--- src/rtl/aes_dec_ctrl_if.sv ---
// Control bundle between the AES-128 decryption sequencer and the register file / datapath.
// master: the sequencer (samples AES_START, drives every datapath control and status output).
// slave:  the register file / datapath side (drives AES_START, observes the controls).
interface aes_dec_ctrl_if;
    logic       AES_START;   // start request from the register file, level
    logic       AES_DONE;    // decryption complete, held until AES_START is low
    logic       busy;        // a run is between IDLE and DONE
    logic       keyexp_en;   // key-expansion unit enable
    logic       state_ld;    // state register captures the selected source
    logic       state_init;  // state register source is the encrypted message
    logic [1:0] op_sel;      // 0 ARK, 1 InvShiftRows, 2 InvSubBytes, 3 InvMixColumns
    logic [3:0] round_idx;   // round-key index 0..10
    logic [1:0] imc_col;     // column handled by the shared InvMixColumns unit
    logic       msg_dec_ld;  // latch state register into the decrypted-message output

    modport master (
        input  AES_START,
        output AES_DONE, busy, keyexp_en, state_ld, state_init,
               op_sel, round_idx, imc_col, msg_dec_ld
    );

    modport slave (
        output AES_START,
        input  AES_DONE, busy, keyexp_en, state_ld, state_init,
               op_sel, round_idx, imc_col, msg_dec_ld
    );
endinterface

--- src/rtl/aes_dec_ctrl.sv ---
// Sequencer for the iterative AES-128 decryption datapath: key expansion, ARK0, 9 full inverse rounds, final round.
// Latency: AES_DONE rises KEYEXP_CYCLES + 9*(6+SBOX_LAT) + 5 + SBOX_LAT edges after AES_START is sampled in IDLE.
// Backpressure: none inside a run; AES_DONE is held until AES_START drops, only then can a new run start.
//
// Ports: CLK, RESET (synchronous, active-high) plus the aes_dec_ctrl_if master modport. All outputs are
// flops loaded from the next-state decode, so there is no combinational path from AES_START to any output.
module aes_dec_ctrl #(
    parameter int KEYEXP_CYCLES = 10,  // cycles the key-expansion unit needs (>= 1)
    parameter int SBOX_LAT      = 1    // InvSubBytes latency incl. synchronous S-box ROM (>= 1)
) (
    input  logic          CLK,
    input  logic          RESET,
    aes_dec_ctrl_if.master bus
);

    typedef enum logic [3:0] {
        ST_IDLE,
        ST_KEYEXP,
        ST_INIT,
        ST_ARK0,
        ST_ISR,
        ST_ISB,
        ST_ARK,
        ST_IMC,
        ST_STORE,
        ST_DONE
    } state_t;

    localparam int CNT_W = 16;
    localparam logic [CNT_W-1:0] KEYEXP_LAST = CNT_W'(KEYEXP_CYCLES - 1);
    localparam logic [CNT_W-1:0] SBOX_LAST   = CNT_W'(SBOX_LAT - 1);
    localparam logic [CNT_W-1:0] IMC_LAST    = CNT_W'(3);

    localparam logic [1:0] OP_ARK = 2'd0;
    localparam logic [1:0] OP_ISR = 2'd1;
    localparam logic [1:0] OP_ISB = 2'd2;
    localparam logic [1:0] OP_IMC = 2'd3;

    state_t           state_q, state_d;
    logic [CNT_W-1:0] cnt_q, cnt_d;       // dwell counter for KEYEXP / ISB / IMC, 0 on every state entry
    logic [3:0]       rnd_q, rnd_d;       // round counter, doubles as the round-key index

    logic       done_q, done_d;
    logic       busy_q, busy_d;
    logic       keyexp_en_q, keyexp_en_d;
    logic       state_ld_q, state_ld_d;
    logic       state_init_q, state_init_d;
    logic [1:0] op_sel_q, op_sel_d;
    logic [1:0] imc_col_q, imc_col_d;
    logic       msg_dec_ld_q, msg_dec_ld_d;

    // Next state, dwell counter and round counter.
    always_comb begin
        state_d = state_q;
        cnt_d   = '0;
        rnd_d   = rnd_q;

        unique case (state_q)
            ST_IDLE: begin
                if (bus.AES_START) state_d = ST_KEYEXP;
            end
            ST_KEYEXP: begin
                if (cnt_q == KEYEXP_LAST) state_d = ST_INIT;
                else                      cnt_d   = cnt_q + 1'b1;
            end
            ST_INIT:  state_d = ST_ARK0;
            ST_ARK0:  state_d = ST_ISR;
            ST_ISR:   state_d = ST_ISB;
            ST_ISB: begin
                if (cnt_q == SBOX_LAST) state_d = ST_ARK;
                else                    cnt_d   = cnt_q + 1'b1;
            end
            ST_ARK: begin
                // rnd reaches 0 only in the final round, which has no InvMixColumns
                state_d = (rnd_q != 4'd0) ? ST_IMC : ST_STORE;
            end
            ST_IMC: begin
                if (cnt_q == IMC_LAST) state_d = ST_ISR;
                else                   cnt_d   = cnt_q + 1'b1;
            end
            ST_STORE: state_d = ST_DONE;
            ST_DONE: begin
                if (!bus.AES_START) state_d = ST_IDLE;
            end
            default:  state_d = ST_IDLE;
        endcase

        // Key 10 is used by ARK0; each new round steps the key index down before its ARK.
        if (state_d == ST_INIT && state_q != ST_INIT) rnd_d = 4'd10;
        if (state_d == ST_ISR  && state_q != ST_ISR)  rnd_d = rnd_q - 4'd1;
    end

    // Output decode from the next state so that every output comes straight from a flop.
    always_comb begin
        done_d       = (state_d == ST_DONE);
        busy_d       = !(state_d inside {ST_IDLE, ST_DONE});
        keyexp_en_d  = (state_d == ST_KEYEXP);
        state_init_d = (state_d == ST_INIT);
        msg_dec_ld_d = (state_d == ST_STORE);
        state_ld_d   = 1'b0;
        op_sel_d     = OP_ARK;
        imc_col_d    = 2'd0;

        unique case (state_d)
            ST_INIT: state_ld_d = 1'b1;
            ST_ARK0, ST_ARK: begin
                state_ld_d = 1'b1;
                op_sel_d   = OP_ARK;
            end
            ST_ISR: begin
                state_ld_d = 1'b1;
                op_sel_d   = OP_ISR;
            end
            ST_ISB: begin
                // the S-box result is only valid in the last cycle of its latency
                state_ld_d = (cnt_d == SBOX_LAST);
                op_sel_d   = OP_ISB;
            end
            ST_IMC: begin
                state_ld_d = 1'b1;
                op_sel_d   = OP_IMC;
                imc_col_d  = cnt_d[1:0];
            end
            default: begin
                state_ld_d = 1'b0;
            end
        endcase
    end

    always_ff @(posedge CLK) begin
        if (RESET) begin
            state_q      <= ST_IDLE;
            cnt_q        <= '0;
            rnd_q        <= 4'd0;
            done_q       <= 1'b0;
            busy_q       <= 1'b0;
            keyexp_en_q  <= 1'b0;
            state_ld_q   <= 1'b0;
            state_init_q <= 1'b0;
            op_sel_q     <= 2'd0;
            imc_col_q    <= 2'd0;
            msg_dec_ld_q <= 1'b0;
        end else begin
            state_q      <= state_d;
            cnt_q        <= cnt_d;
            rnd_q        <= rnd_d;
            done_q       <= done_d;
            busy_q       <= busy_d;
            keyexp_en_q  <= keyexp_en_d;
            state_ld_q   <= state_ld_d;
            state_init_q <= state_init_d;
            op_sel_q     <= op_sel_d;
            imc_col_q    <= imc_col_d;
            msg_dec_ld_q <= msg_dec_ld_d;
        end
    end

    assign bus.AES_DONE   = done_q;
    assign bus.busy       = busy_q;
    assign bus.keyexp_en  = keyexp_en_q;
    assign bus.state_ld   = state_ld_q;
    assign bus.state_init = state_init_q;
    assign bus.op_sel     = op_sel_q;
    assign bus.round_idx  = rnd_q;
    assign bus.imc_col    = imc_col_q;
    assign bus.msg_dec_ld = msg_dec_ld_q;

endmodule

--- src/flat_wrapper.sv ---
// flat-port wrapper written by rule: the top's interface ports become plain ports
module aes_dec_ctrl_flat 
#(
    parameter int KEYEXP_CYCLES = 10,                                               
    parameter int SBOX_LAT      = 1                                                             
)
  (CLK, RESET, bus_AES_START, bus_AES_DONE, bus_busy, bus_keyexp_en, bus_state_ld, bus_state_init, bus_op_sel, bus_round_idx, bus_imc_col, bus_msg_dec_ld);
  aes_dec_ctrl_if bus_i ();
  input  logic CLK;
  input  logic RESET;
  input wire logic [$bits(bus_i.AES_START)-1:0] bus_AES_START;
  output wire logic [$bits(bus_i.AES_DONE)-1:0] bus_AES_DONE;
  output wire logic [$bits(bus_i.busy)-1:0] bus_busy;
  output wire logic [$bits(bus_i.keyexp_en)-1:0] bus_keyexp_en;
  output wire logic [$bits(bus_i.state_ld)-1:0] bus_state_ld;
  output wire logic [$bits(bus_i.state_init)-1:0] bus_state_init;
  output wire logic [$bits(bus_i.op_sel)-1:0] bus_op_sel;
  output wire logic [$bits(bus_i.round_idx)-1:0] bus_round_idx;
  output wire logic [$bits(bus_i.imc_col)-1:0] bus_imc_col;
  output wire logic [$bits(bus_i.msg_dec_ld)-1:0] bus_msg_dec_ld;
  assign bus_i.AES_START = bus_AES_START;
  assign bus_AES_DONE = bus_i.AES_DONE;
  assign bus_busy = bus_i.busy;
  assign bus_keyexp_en = bus_i.keyexp_en;
  assign bus_state_ld = bus_i.state_ld;
  assign bus_state_init = bus_i.state_init;
  assign bus_op_sel = bus_i.op_sel;
  assign bus_round_idx = bus_i.round_idx;
  assign bus_imc_col = bus_i.imc_col;
  assign bus_msg_dec_ld = bus_i.msg_dec_ld;
  aes_dec_ctrl #(.KEYEXP_CYCLES(KEYEXP_CYCLES), .SBOX_LAT(SBOX_LAT)) u_core (.CLK(CLK), .RESET(RESET), .bus(bus_i));
endmodule
--- config.mk ---
export PLATFORM = sky130hd
export DESIGN_NAME = aes_dec_ctrl_flat
export DESIGN_NICKNAME = d
export VERILOG_FILES = /design/src/rtl/aes_dec_ctrl_if.sv /design/src/rtl/aes_dec_ctrl.sv /design/src/flat_wrapper.sv
export SDC_FILE = /design/constraint.sdc
export NUM_CORES = 1
export LEC_CHECK = 0
export ABC_AREA = 1
export CAP_MARGIN = 20
export CORE_MARGIN = 10
export CORE_UTILIZATION = 35
export CTS_BUF_LIST = sky130_fd_sc_hd__clkbuf_4 sky130_fd_sc_hd__clkbuf_8 sky130_fd_sc_hd__clkbuf_16
export CTS_CLUSTER_DIAMETER = 30
export DETAILED_ROUTE_END_ITERATION = 7
export SLEW_MARGIN = 20
export SYNTH_ARGS = -nofsm -noshare
export SYNTH_HDL_FRONTEND = slang
export SYNTH_SLANG_ARGS = --single-unit
--- constraint.sdc ---
create_clock -name CLK -period 3.5 [get_ports CLK]
set_clock_uncertainty 0.2 [all_clocks]
set_input_delay 0.35 -clock CLK [delete_from_list [all_inputs] [get_ports CLK]]
set_output_delay 0.35 -clock CLK [all_outputs]
set_load 0.03 [all_outputs]
==> flow_metrics.tcl <==
set metrics [dict create \
    fmax_mhz 458 \
    grt_max_degree 15 \
    slew_viol_final 0 \
    grt_usage 0.105 \
    multi_input_area_um2 1040 \
    syn_inst 265 \
    drtIter0Drc 76 \
    use_met1 0.116 \
    wl_per_cell_um 11.7 \
    h-tree-depth 2 \
    cts_tree "done" \
    yosysMostFrequentCell "nand2_1" \
    regArea_um2 681 \
    netlist.area_leader.share 0.370 \
    die_w_um 92.5 \
    fin_total_pwr_uw 743 \
    outcome "complete, no violations" \
    cts.sinks 34 \
    clk_pin_slew_ps 70 \
    start_util 0.360 \
    drive_above_1_share 0.125 \
    grtUsageMet3 0.0460 \
    vias 1668 \
    post_cts_resized 0 \
    grt_first_pass_wirelength_um 7330 \
    hp-class "flop to flop" \
    vias_per_cell 4.67 \
    num-fill-cells 548 \
    yosysWarningCount 0 \
    gp_routability_congestion 0.834 \
    synth_edf_count 0 \
    synth_commonest_cells "nand2_1 (58), nor2_1 (56), dfxtp_1 (34), inv_1 (25), nand3_1 (18)" \
    antenna_found_initial 0 \
    met2_usage 0.173 \
    crit_required_ps 3480 \
    yosys.area.top_type "dfxtp_1" \
    synthesis.nets 272 \
    critPathCaptureType "flop" \
    top_usage_layer "met2" \
    ys.flop_type "dfxtp_1" \
    clock_latency_ps 290 \
    dp_hpwl_um 3190 \
    post-route-min-period_ps 2180 \
    setup.worst_path.start "u_core.state_q[3]$_SDFF_PP0_" \
    nets 293 \
    netlist_top_cells_area "dfxtp_1 (37%), nand2_1 (12%), nor2_1 (11%)" \
    r2r-start "u_core.state_q[3]$_SDFF_PP0_" \
    fin_hold_ws_ps 298 \
    die_area_um2 8550 \
    ys_ff_latch 34 \
    synth_cell_types 33 \
    async_flop_share 0 \
    clock-root-buffer "clkbuf_8" \
    ios 17 \
    postCtsHoldBufs 0 \
    worstMarginPinSlew_ps 804 \
    dr.pass1.iters 4 \
    arrival_ps 2160 \
    insertedDiodeCount 0 \
    syn_area_per_cell_um2 6.94 \
    cts_setup_buffers 0 \
    finalCritPeriodShare 0.624 \
    path_class "flop to flop" \
    peakVddDrop_mv 0.241 \
    finalWirelength_um 4190 \
    ys_seq_area_frac 0.370 \
    finalInstanceArea_um2 2170 \
    ant_nets 0 \
    final_util 0.425 \
    overflow 0 \
    max-cap-violations 0 \
    syn_area_um2 1840 \
    setup_viol 0 \
    std_cell_rows 26 \
    maxSlewHeadroom 0.464 \
    grt_pass1_vias 1693 \
    crit_fanout 8 \
    placed_area_um2 2080 \
    drc_errors 0 \
    p_per_area_nw_per_um2 342 \
    syn_to_final_growth_pct 18.2 \
    hold_start "u_core.bus.round_idx[0]$_SDFFE_PP0P_" \
    rsz0062_at_grt "no" \
    worstSetupStartpointType "flop" \
    cts_made_buffers 5 \
    portBuffers 16 \
    die_h_um 92.5 \
    fin_setup_tns_ps 0 \
    finalHoldViolCount 0 \
    cts_buffer_depth 2 \
    leakagePower_nw 0.940 \
    coreArea_um2 5110 \
]
==> worst paths after layout <==
| check | slack (ps) | depth (start not counted) | endpoint |
|---|---|---|---|
| max | 1320 | 8 | u_core.bus.state_ld$_SDFF_PP0_ |
| min | 300 | 1 | u_core.bus.round_idx[0]$_SDFFE_PP0P_ |
| max reg2reg | 1320 | 8 | u_core.bus.state_ld$_SDFF_PP0_ |
| min reg2reg | 300 | 1 | u_core.bus.round_idx[0]$_SDFFE_PP0P_ |
==> cells by family after synthesis <==
| kind of cell | count (synthesis) | share of synthesized area |
|---|---|---|
| AND/OR/NAND/NOR | 166 | 0.432 |
| XOR/XNOR | 6 | 0.0286 |
| AO/OA/AOI/OAI | 23 | 0.0769 |
| adder cells (fa/ha/maj) | 4 | 0.0272 |
| buffers and inverters | 32 | 0.0653 |
| flip-flops | 34 | 0.370 |
==> power by group <==
group | leakage [nW] | internal, mW | switching (mW)
Combinational | 0.616 | 0.0177 | 0.0352
Sequential | 0.275 | 0.391 | 0.00225
Clock | 0.0486 | 0.148 | 0.149
Total | 0.940 | 0.556 | 0.186
==> state kept, by name (all words and copies together), names as in the netlist <==
name	count
u_core.bus.AES_DONE	1
u_core.bus.busy	1
u_core.bus.imc_col	2
u_core.bus.keyexp_en	1
u_core.bus.msg_dec_ld	1
u_core.bus.op_sel	2
u_core.bus.round_idx	4
u_core.bus.state_init	1
u_core.bus.state_ld	1
u_core.cnt_q	16
u_core.state_q	4
==> final cells by class <==
class,instances,share of cell area
multi-input cells,199,0.478
flip-flops and latches,34,0.313
repair buffers,17,0.0772
inverters,29,0.0501
well taps,70,0.0403
clock buffers,6,0.0351
clock inverters,2,0.00634
==> critical path: stages (launching register included) <==
cell and delay [ps]:
dfxtp_1 310, inv_1 80, nand2_1 150, o22ai_1 670, nand3_1 240, nand4_1 170, nor2_1 70, nand3_1 100
a21oi_1 80
==> per-stage QoR <==
| step | instances | setup slack [ps] |
|---|---|---|
| 2_1_floorplan | 265 | 1510 |
| 3_3_place_gp | 349 | 1350 |
| 3_5_place_dp | 349 | 1310 |
| 4_1_cts | 357 | 1340 |
| 5_1_grt | 357 | 1160 |
| 6_report | 357 | 1320 |
==> cells in the final DEF (no fill, tap or decap), types with 3 or more instances in the layout <==
cell type        instances
nand3_2                  3
or2_2                    3
inv_1                   25
nand2_2                  4
inv_2                    4
o21ai_0                  5
dfxtp_1                 34
nand3_1                 18
a21oi_1                  6
clkbuf_8                 5
nor3_1                   5
nor2_2                   4
xor2_1                   6
nand2_1                 58
clkdlybuf4s50_1         16
ha_1                     4
nor2_1                  56
nand4_1                  4
==> layer usage <==
metal | up-vias | wire length (um)
li1 | 883 | -
met5 | - | 0
met4 | 0 | 78
met3 | 9 | 256
met1 | 751 | 1970
met2 | 25 | 1890
Note: power is estimated with default switching activity, not from simulation.
